[src/rtl/rf_arb_pkg.sv]
// ---------------------------------------------------------------------------
// rf_arb_pkg
// Shared constants and types for the register-file write arbiter.
//   XLEN          - architectural data width
//   ADDR_W        - register address width
//   NUM_ARCH_REGS - number of architectural registers (x0 hardwired to zero)
//   reg_addr_t    - register address type
//   xlen_t        - data word type
// ---------------------------------------------------------------------------
package rf_arb_pkg;
    localparam int XLEN          = 32;
    localparam int ADDR_W        = 5;
    localparam int NUM_ARCH_REGS = 32;

    typedef logic [ADDR_W-1:0] reg_addr_t;
    typedef logic [XLEN-1:0]   xlen_t;
endpackage

[src/rtl/rf_write_arbiter_rr_arbiter.sv]
// ---------------------------------------------------------------------------
// rr_arbiter
// Combinational round-robin arbiter. Scans the request vector starting at
// i_ptr, wrapping at NUM_REQ, and grants the first active requester.
// Ports:
//   i_req   [NUM_REQ-1:0] request vector
//   i_ptr   [PTR_W-1:0]   index with highest priority this cycle
//   o_grant [NUM_REQ-1:0] one-hot grant (zero when no request)
//   o_idx   [PTR_W-1:0]   index of the granted requester
//   o_valid               a grant was issued
// ---------------------------------------------------------------------------
module rr_arbiter #(
    parameter int NUM_REQ = 3,
    localparam int PTR_W  = $clog2(NUM_REQ)
) (
    input  logic [NUM_REQ-1:0] i_req,
    input  logic [PTR_W-1:0]   i_ptr,
    output logic [NUM_REQ-1:0] o_grant,
    output logic [PTR_W-1:0]   o_idx,
    output logic               o_valid
);
    import rf_arb_pkg::*;

    // One extra bit so ptr+k never overflows before the wrap compare; a
    // single subtraction is enough because ptr+k < 2*NUM_REQ.
    logic [PTR_W:0] w_cand;

    always_comb begin
        o_grant = '0;
        o_idx   = '0;
        o_valid = 1'b0;
        w_cand  = '0;
        for (int k = 0; k < NUM_REQ; k++) begin
            w_cand = {1'b0, i_ptr} + (PTR_W+1)'(k);
            if (w_cand >= (PTR_W+1)'(NUM_REQ)) begin
                w_cand = w_cand - (PTR_W+1)'(NUM_REQ);
            end
            if (!o_valid && i_req[w_cand[PTR_W-1:0]]) begin
                o_valid                     = 1'b1;
                o_idx                       = w_cand[PTR_W-1:0];
                o_grant[w_cand[PTR_W-1:0]] = 1'b1;
            end
        end
    end
endmodule

[src/rtl/rf_write_arbiter.sv]
// ---------------------------------------------------------------------------
// rf_write_arbiter
// Shares the single register-file write port among NUM_REQ writeback
// requesters with round-robin arbitration and a one-cycle registered write
// stage, keeps a per-register busy scoreboard for decode, and forwards the
// register-file read data to decode.
// Optional feature macro: RF_WRITE_BYPASS_EN
//   defined   - read data is bypassed from the write stage on address match
//   undefined - read data comes straight from the register file
// Ports:
//   clk, rst                   clock, asynchronous active-low reset
//   req_valid/req_ready        per-requester handshake (ready is one-hot or 0)
//   req_addr/req_data          packed per-requester destination and data
//   issue_valid/issue_addr     decode reserves a destination register
//   issue_stall                reservation refused (destination already busy)
//   rf_we/rf_addr/rf_wdata     register-file write port (WE3/A3/WD3)
//   rd_addr1/2, rf_rdata1/2    read addresses and register-file read data
//   rd_data1/2                 read data to decode
//   busy                       scoreboard vector, bit 0 always 0
// ---------------------------------------------------------------------------
module rf_write_arbiter #(
    parameter int NUM_REQ = 3,
    parameter int XLEN    = rf_arb_pkg::XLEN,
    parameter int ADDR_W  = rf_arb_pkg::ADDR_W
) (
    input  logic                      clk,
    input  logic                      rst,
    input  logic [NUM_REQ-1:0]        req_valid,
    output logic [NUM_REQ-1:0]        req_ready,
    input  logic [NUM_REQ*ADDR_W-1:0] req_addr,
    input  logic [NUM_REQ*XLEN-1:0]   req_data,
    input  logic                      issue_valid,
    input  logic [ADDR_W-1:0]         issue_addr,
    output logic                      issue_stall,
    output logic                      rf_we,
    output logic [ADDR_W-1:0]         rf_addr,
    output logic [XLEN-1:0]           rf_wdata,
    input  logic [ADDR_W-1:0]         rd_addr1,
    input  logic [ADDR_W-1:0]         rd_addr2,
    input  logic [XLEN-1:0]           rf_rdata1,
    input  logic [XLEN-1:0]           rf_rdata2,
    output logic [XLEN-1:0]           rd_data1,
    output logic [XLEN-1:0]           rd_data2,
    output logic [2**ADDR_W-1:0]      busy
);
    import rf_arb_pkg::*;

    localparam int PTR_W = $clog2(NUM_REQ);
    localparam int NREGS = 2**ADDR_W;

    logic [PTR_W-1:0]   r_ptr;
    logic               r_we;
    logic [ADDR_W-1:0]  r_addr;
    logic [XLEN-1:0]    r_wdata;
    logic [NREGS-1:0]   r_busy;

    logic [NUM_REQ-1:0] w_req;
    logic [NUM_REQ-1:0] w_grant;
    logic [PTR_W-1:0]   w_idx;
    logic               w_any;
    logic [PTR_W-1:0]   w_ptr_nxt;
    logic [ADDR_W-1:0]  w_sel_addr;
    logic [XLEN-1:0]    w_sel_data;
    logic [NREGS-1:0]   w_busy_nxt;

    // No acceptance is reported while reset is held.
    assign w_req = req_valid & {NUM_REQ{rst}};

    rr_arbiter #(
        .NUM_REQ (NUM_REQ)
    ) u_rr (
        .i_req   (w_req),
        .i_ptr   (r_ptr),
        .o_grant (w_grant),
        .o_idx   (w_idx),
        .o_valid (w_any)
    );

    assign req_ready = w_grant;

    always_comb begin
        w_sel_addr = '0;
        w_sel_data = '0;
        for (int i = 0; i < NUM_REQ; i++) begin
            if (w_idx == PTR_W'(i)) begin
                w_sel_addr = req_addr[i*ADDR_W +: ADDR_W];
                w_sel_data = req_data[i*XLEN +: XLEN];
            end
        end
    end

    // Explicit wrap: NUM_REQ need not be a power of two.
    assign w_ptr_nxt = (w_idx == PTR_W'(NUM_REQ-1)) ? '0 : w_idx + PTR_W'(1);

    assign issue_stall = issue_valid && r_busy[issue_addr];

    // Clear first, then set, so a same-cycle commit and reservation of one
    // register leaves it busy.
    always_comb begin
        w_busy_nxt = r_busy;
        if (r_we && (r_addr != '0)) begin
            w_busy_nxt[r_addr] = 1'b0;
        end
        if (issue_valid && !issue_stall && (issue_addr != '0)) begin
            w_busy_nxt[issue_addr] = 1'b1;
        end
        w_busy_nxt[0] = 1'b0;
    end

    always_ff @(posedge clk or negedge rst) begin
        if (!rst) begin
            r_ptr   <= '0;
            r_we    <= 1'b0;
            r_addr  <= '0;
            r_wdata <= '0;
            r_busy  <= '0;
        end else begin
            if (w_any) begin
                r_ptr   <= w_ptr_nxt;
                r_addr  <= w_sel_addr;
                r_wdata <= w_sel_data;
            end
            // Writes to x0 are accepted but never reach the register file.
            r_we   <= w_any && (w_sel_addr != '0);
            r_busy <= w_busy_nxt;
        end
    end

    assign rf_we    = r_we;
    assign rf_addr  = r_addr;
    assign rf_wdata = r_wdata;
    assign busy     = r_busy;

`ifdef RF_WRITE_BYPASS_EN
    // Write-through: a read of the register being written sees the new value.
    assign rd_data1 = (r_we && (r_addr == rd_addr1) && (rd_addr1 != '0)) ? r_wdata : rf_rdata1;
    assign rd_data2 = (r_we && (r_addr == rd_addr2) && (rd_addr2 != '0)) ? r_wdata : rf_rdata2;
`else
    assign rd_data1 = rf_rdata1;
    assign rd_data2 = rf_rdata2;
`endif

endmodule

[config.mk]
export PLATFORM = sky130hd
export DESIGN_NAME = rf_write_arbiter
export DESIGN_NICKNAME = d
export VERILOG_FILES = /design/src/rtl/rf_arb_pkg.sv /design/src/rtl/rf_write_arbiter_rr_arbiter.sv /design/src/rtl/rf_write_arbiter.sv
export SDC_FILE = /design/constraint.sdc
export NUM_CORES = 1
export LEC_CHECK = 0
export ABC_AREA = 0
export CORE_AREA = 2 2 131 133
export CTS_CLUSTER_DIAMETER = 40
export DETAILED_ROUTE_END_ITERATION = 12
export DIE_AREA = 0 0 133 135
export PLACE_DENSITY = 0.68
export SLEW_MARGIN = 20
export SYNTH_ARGS = -nofsm -noshare
export SYNTH_HDL_FRONTEND = slang
export SYNTH_SLANG_ARGS = --single-unit
[constraint.sdc]
create_clock -name clk -period 4.6 [get_ports clk]
set_input_delay 0.46 -clock clk [delete_from_list [all_inputs] [get_ports clk]]
set_output_delay 0.46 -clock clk [all_outputs]
set_load 0.02 [all_outputs]
After elaboration in Yosys (flattened, before gate mapping)
Index checks and enable logic that the tools add are counted.
{"block": "totals", "wordCells": 90, "output_inout_bits": 138, "ff_bits": 71, "input_bits": 196}
{"block": "classes", "mux": 39, "n_bitwise": 6, "n_addsub": 6, "n_eq_ne": 2, "magnitude_cmp": 13, "n_reduce_logical": 19}
{"op": "32-bit 2-to-1 mux", "count": 5}
{"op": "32-bit bitwise AND", "count": 1}
{"op": "32-bit inverter", "count": 1}
{"op": "32-bit bitwise OR", "count": 1}
{"op": "5-bit 2-to-1 mux", "count": 3}
{"op": "5-bit nonzero test", "count": 3}
{"op": "2-bit 2-to-1 mux", "count": 7}
{"op": "1-bit logical AND", "count": 12}
{"op": "5-bit by 6-bit < comparator with 1-bit output (second input constant)", "count": 2}
{"op": "1-bit 2-to-1 mux", "count": 12}
{"op": "1-bit demux with 5-bit select", "count": 2}
{"op": "5-bit by 1-bit greater-or-equal comparator with 1-bit output (second input constant)", "count": 2}
{"op": "2-bit by 3-bit < comparator with 1-bit output (second input constant)", "count": 3}
{"op": "3-bit 2-to-1 mux", "count": 3}
{"op": "1-bit binary-select mux with 2-bit select", "count": 3}
{"op": "1-bit demux with 2-bit select", "count": 3}
{"op": "2-bit by 1-bit greater-or-equal comparator with 1-bit output (second input constant)", "count": 3}
{"op": "3-bit by 2-bit greater-or-equal comparator with 1-bit output (second input constant)", "count": 2}
{"op": "3-bit bitwise OR", "count": 2}
{"op": "2-bit subtractor (second input constant)", "count": 3}
{"op": "1-bit binary-select mux with 5-bit select", "count": 1}
{"op": "2-bit by 1-bit adder with 3-bit output (second input constant)", "count": 1}
{"op": "2-bit by 2-bit adder with 3-bit output (second input constant)", "count": 1}
{"op": "3-bit bitwise AND", "count": 1}
{"op": "6 further kinds", "count": 8}

Longest topological paths before layout
Gate-level depths: netlist (run 1).
{"block": "depth", "ltp_word": 17, "depth_mapped": 12, "ltp_nobuf": 8}

Hierarchy
A second synthesis (run 1) with hierarchy kept.
{"block": "hier_totals", "cells_unflattened": 528, "hier_area_um2": 4623.2}
{"module": "rf_write_arbiter", "instances": 1, "area_per_inst_um2": 4341.7, "cells_each": 487, "seq_area_each_um2": 1776.7}
{"module": "rr_arbiter", "instances": 1, "area_per_inst_um2": 281.5, "cells_each": 41, "seq_area_each_um2": 0.0}

Worst setup path after synthesis (run 1)
Ideal clock, no wire load.
{"block": "synth_path", "path_kind": "input to output", "startpoint": "input issue_addr[0]", "endpoint": "output issue_stall", "t_arrival_ns": 2.075, "required_ns": 4.140, "cell_stages": 6, "setup_slack_ns": 2.065, "path_cell_list": "buf_6 > mux4_2 > a221o_1 > a221oi_4 > nand2_2 > and2_1"}
{"block": "synth_via", "elab_chain_cells": 3}
{"element": "from (decl)", "line_no": "rf_write_arbiter.sv:33", "text": "input logic [ADDR_W-1:0] issue_addr,"}
{"element": "1-bit binary-select mux with 5-bit select", "line_no": "rf_write_arbiter.sv:95", "text": "assign issue_stall = issue_valid && r_busy[issue_addr];"}
{"element": "1-bit 2-to-1 mux (implied by the code)", "line_no": "rf_write_arbiter.sv:95"}
{"element": "1-bit logical AND", "line_no": "rf_write_arbiter.sv:95"}
{"element": "to (decl)", "line_no": "rf_write_arbiter.sv:34", "text": "output logic issue_stall,"}
No other way between the ends. The select of a mux whose other input is x is not followed.

Worst setup path after layout (run 1)
{"block": "layout_path", "startpoint": "input issue_addr[1]", "endpoint": "output issue_stall"}
Same word-level chain as after synthesis.

==> summary.txt, run 1 <==
P_leak - 2.89 nW
Filler instances - 1612
Startpoint types - primary input
Flip-flop and latch area - 1780 um^2
Worst slew pin tran - 941 ps
Crit Path Category - in2out
Most frequent cells in the layout - 193 x clkdlybuf4s50_1, 71 x dfrtp_1, 51 x nand2_1
Setup Viol. Count Final - 0
Detail Route Antenna Nets - 0
Commonest non-fill, non-tap cell in the layout - clkdlybuf4s50_1
Count of input and output buffers - 194
Syn Area/Cell - 9.24 um^2
Seq/Total Area, Yosys - 0.374
DR WL/cell - 16.0 um
Root buffer cell - clkbuf_16
Final hold vios - 0
Clock share of power - 0.144
Share of cells above drive strength 1 - 0.0836
Starting density of the core - 0.289
1st-iter DRT viols - 324
Crit path time final - 3680 ps
CTS Buffer Depth - 2
Crit path DAT - 3220 ps
CTS HTree Levels - 3
Switching share of power - 0.425
Vias in the first global route - 4156
Reg power frac - 0.272
Core ar. - 16400 um^2
Synth area leader - dfrtp_1
Synthesized net count - 714
Gr ovfl total - 0
Setup WS pre-CTS - 938 ps
Area Growth Syn to Fin - 40.3%
Top-area cell type share of the netlist area - 0.374
WL final - 13600 um
CTS Sinks - 71
Clk pin slew, worst setup/hold paths - 60 ps
CTS tree - done
Worst Path Max Fanout - 13
Hold WC Path Type - reg2reg
P_int - 2.56 mW
Iteration count of the initial detailed-routing pass - 4
Setup_tns - 0 ps
Max-cap violation count - 0
Die area - 18000 um^2
Switch Pwr - 1.90 mW
Max-slew violations - 0
Fin nets - 831
Height of the die - 135 um
Run status - complete, no violations
Max_slew headroom - 0.371
Area of the mapped netlist - 4750 um^2
Clock Latency Late Sink - 330 ps
Inserted Diodes - 0
PwrDens - 669 nW/um^2
Via count - 4162
Yosys warns - 0
Vias per cell - 4.87
#FFs+latches synth - 71
Asr flop ratio synth - 1.00
Main synth FF type - dfrtp_1
Initial antenna violation count - 0
WP data required - 4140 ps
RSZ-0062 raised after global routing - false
First-pass GRT wire length - 21900 um
Die width - 133 um
RePlAce Congestion - 0.882
Final WS setup - 924 ps
Count of cell types in the netlist - 46
Worst setup EP type - output pin
Tcrit/Tclk final - 0.799
Number of synthesized flops with an enable pin - 0
Maximum vdd drop - 0.322 mV
HPWL Detailed - 10400 um
Clk_skew - 4.77 ps
CTS Buf Count - 9
Synthesized instance count - 514
F_max - 272 MHz
Synth top area cells - dfrtp_1 37%, buf_4 10%, mux2i_1 8.2%
Number of remaining DRC errors - 0
Row Count - 47
I/O Pins - 334
Global Route Usage Sum - 0.156
Comb pwr share - 0.584
Largest net degree at the start of global routing - 69
Area of the multi-input gates - 2300 um^2
final timing paths:
check | cells after the start | start | slack [ps] | to
max | 8 | issue_addr[1] | 920 | issue_stall
max reg2reg | 9 | r_ptr[0] | 1600 | rf_wdata[25]
min | 1 | rf_wdata[2] | 470 | rf_wdata[2]
min reg2reg | 1 | rf_wdata[2] | 470 | rf_wdata[2]
min in group asynchronous | 2 | rst | 510 | rf_addr[1]
max in group asynchronous | 3 | rst | 2990 | rf_wdata[30]
sequential cells by signal, indices dropped and copies added (netlist names):
name      flops
r_ptr         2
busy         31
rf_we         1
rf_addr       5
rf_wdata     32
area by class of cell:
type                       instances  area share
clock buffer                      13      0.0391
multi-input combinational        337       0.346
timing repair buffer             202       0.301
sequential                        71       0.267
inverter                          10     0.00564
tap                              220      0.0413
clock inverter                     1    0.000751
repair_timing:
| action | CTS | global route |
|---|---|---|
| gates resized for setup | 0 | 0 |
| hold buffers | 1 | 0 |
| hold endpoints to repair | 3 | 0 |
| buffers inserted | 0 | 0 |
synth_stat cells, types with 5 or more instances:
cell type	instances
a211oi_1	32
a21o_1	32
a21oi_1	5
buf_1	7
buf_2	5
buf_4	65
clkbuf_1	16
dfrtp_1	71
inv_1	10
mux2i_1	39
mux4_2	7
nand2_1	51
nand3_1	10
nand3b_1	6
nor2_1	40
o21ai_0	45
o21ai_2	20
logic make-up (layout without fill, tap and decap cells):
group	count (synthesis)	after routing	share of synthesized area
AO/OA/AOI/OAI	156	156	0.232
adder cells (fa/ha/maj)	4	4	0.0105
buffers and inverters	106	226	0.141
flip-flops	71	71	0.374
multiplexers	47	47	0.118
other	1	1	0.000790
AND/OR/NAND/NOR	129	129	0.124
power groups by stage:
stage / logic, mW / registers (mW) / clock network (mW)
final: 2.60 / 1.21 / 0.641
after floorplan: 1.31 / 1.53 / 0
after CTS: 2.64 / 1.22 / 0.661
after detailed placement: 2.63 / 1.22 / 0
after global placement: 2.60 / 1.22 / 0
after global routing: 2.83 / 1.27 / 0.690
worst max-delay path, cell delays in order:
cell and delay, ps:
clkdlybuf4s50_1 810, mux4_2 390, a22o_1 240, a221o_1 300, a221oi_4 250, nand2_2 80
and2_1 170, clkdlybuf4s50_1 530
per-layer routing:
metal	global-route usage	vias up	wire, um
met5	0	-	0
li1	-	2011	-
met1	0.183	1915	5420
met3	0.0518	19	1270
met4	0.0615	0	276
met2	0.264	217	6660
per-stage QoR:
| step | total power, mW | instance area, um^2 | std cells | util | hold WS (ps) |
|---|---|---|---|---|---|
| 2_1_floorplan | 2.84 | 4750 | 514 | - | 164 |
| 3_5_place_dp | 3.86 | 6380 | 839 | 0.389 | 294 |
| 3_3_place_gp | 3.83 | 6380 | 839 | 0.389 | 297 |
| 5_1_grt | 4.79 | 6660 | 854 | 0.406 | 491 |
| 6_report | 4.46 | 6660 | 854 | 0.406 | 472 |
| 4_1_cts | 4.51 | 6660 | 854 | 0.406 | 478 |
(Power assumes the default switching activity.)
==> run 2, diff against run 1 <==
Settings changed: CORE_AREA 2 2 131 133 to 2 2 129 131, DIE_AREA 0 0 133 135 to 0 0 131 133, PLACE_DENSITY 0.68 to 0.73.
Clock period 4.6 ns to 3 ns, I/O delays scaled along.
==> run 2 against run 1 <==
  * Final area grew 3.0%
  * Worst setup slack got worse by 740 ps
  * Sequential power grew 55%
  * Worst hold slack got worse by 68 ps
  * Clock-buffer cell count decreased by 1
  * First-iteration DRC count decreased by 19%
  * Non-clock buffer count increased by 14
  * Combinational power grew 58%
  * Routed wire length increased by 4.4%
  * Die area down 3.0%
  * Highest routed layer unchanged
==> summary.txt, run 2 (same netlist as run 1, synthesis figures left out) <==
Number of remaining DRC errors - 0
WP data required - 2700 ps
Layout Cells excl Fill - 869
Startpoint types - flip-flop
Largest delay share family, worst path - compound AO/OA/AOI/OAI gates
Die width - 131 um
Starting density of the core - 0.294
Run status - complete, no violations
Max-slew violations - 0
Gr ovfl total - 0
CTS HTree Levels - 3
Crit path DAT - 2510 ps
Initial antenna violation count - 0
Clock Latency Late Sink - 340 ps
WL final - 14200 um
CTS Buf Count - 9
Final hold vios - 0
Max-cap violation count - 0
Dpl cells - 853
Height of the die - 133 um
Inserted Diodes - 0
Setup WS pre-CTS - -198 ps
Slowest CP cell - mux4_2
Detail Route Antenna Nets - 0
Share of cells above drive strength 1 - 0.108
Vias per cell - 4.97
Row Count - 47
Area Growth Syn to Fin - 44.5%
HPWL Detailed - 11000 um
Crit path time final - 2810 ps
Clk pin slew, worst setup/hold paths - 60 ps
Fin nets - 845
Tcrit/Tclk final - 0.938
Maximum vdd drop - 0.415 mV
Worst Path Max Fanout - 3
Hold Worst Slack - 404 ps
Cell Chain, Critical Path - mux4_2, a22o_1, a221o_1, a221oi_4, nand2_2, and2_1, dlygate4sd2_1
Largest net degree at the start of global routing - 58
P_leak - 3.02 nW
Core ar. - 16200 um^2
Global Route Usage Sum - 0.167
CTS Buffer Depth - 2
Clk_skew - 6.12 ps
DR WL/cell - 16.4 um
F_max - 355 MHz
CTS Sinks - 71
CP peak stage delay - 470 ps
Max_slew headroom - 0.500
Commonest non-fill, non-tap cell in the layout - clkdlybuf4s50_1
RePlAce Congestion - 0.895
Worst setup EP type - output pin
Setup Viol. Count Final - 0
Filler instances - 1572
Via count - 4319
Hold WC Path Type - in2async
Final WS setup - 186 ps
Die area - 17400 um^2
Root buffer cell - clkbuf_16
RSZ-0062 raised after global routing - false
PwrDens - 1040 nW/um^2
Worst slew pin tran - 750 ps
Count of input and output buffers - 194
Most frequent cells in the layout - 190 x clkdlybuf4s50_1, 71 x dfrtp_1, 51 x nand2_1
Crit Path Category - reg2out
I/O Pins - 334
CTS tree - done
Vias in the first global route - 4208
1st-iter DRT viols - 264
First-pass GRT wire length - 22200 um
Worst Path Buf+Inv - 1
Max reg flops - 32
Iteration count of the initial detailed-routing pass - 5
## run 2: timing repair
| action | CTS | global route |
|---|---|---|
| gates cloned | 0 | 0 |
| setup endpoints to repair | 1 | 4 |
| pin swaps | 0 | 0 |
| resized for setup | 1 | 4 |
| buffers inserted | 0 | 0 |
| hold buffers | 1 | 0 |
| hold endpoints to repair | 14 | 0 |
## run 2: per-layer routing
| metal | share of wire | track usage | up-vias |
|---|---|---|---|
| met5 | 0 | 0 | - |
| met4 | 0.012 | 0.0514 | 0 |
| met3 | 0.092 | 0.0578 | 11 |
| met2 | 0.50 | 0.277 | 232 |
| met1 | 0.40 | 0.203 | 2039 |
| li1 | - | - | 2037 |
## run 2: final cells by class
type	instances	area, um^2	share of cell area
tap	220	275	0.0401
timing repair buffer	216	2150	0.313
clock buffer	12	246	0.0359
multi-input combinational	337	2310	0.336
inverter	10	37.5	0.00547
clock inverter	3	67.6	0.00985
sequential	71	1780	0.259
## run 2: path summary, 6_finish.rpt
kind | from | end | slack, ps | cells after the start
setup / recovery | busy[7] | issue_stall | 190 | 7
hold / removal | rst | busy[17] | 400 | 2
setup reg to reg | r_ptr[0] | rf_we | 480 | 9
hold reg to reg | rf_wdata[21] | rf_wdata[21] | 470 | 1
max in group asynchronous | rst | busy[24] | 1540 | 3
min in group clk | rf_wdata[21] | rf_wdata[21] | 470 | 1
## run 2: per-stage QoR
stage / setup TNS (ps) / util / total power [mW] / area [um^2]
after floorplan: 0 / - / 4.35 / 4750
after global placement: -180 / 0.404 / 5.95 / 6530
after detailed placement: -198 / 0.404 / 6.04 / 6530
after CTS: 0 / 0.424 / 7.20 / 6850
after global routing: 0 / 0.424 / 7.60 / 6860
final: 0 / 0.424 / 7.12 / 6860
## run 2: report_power, final
| group | total (mW) | internal, mW | leakage (nW) | switching (mW) |
|---|---|---|---|---|
| clock network | 1.14 | 0.746 | 0.149 | 0.394 |
| registers | 1.87 | 1.46 | 0.829 | 0.407 |
| logic | 4.11 | 1.94 | 2.04 | 2.17 |
| total | 7.12 | 4.15 | 3.02 | 2.97 |
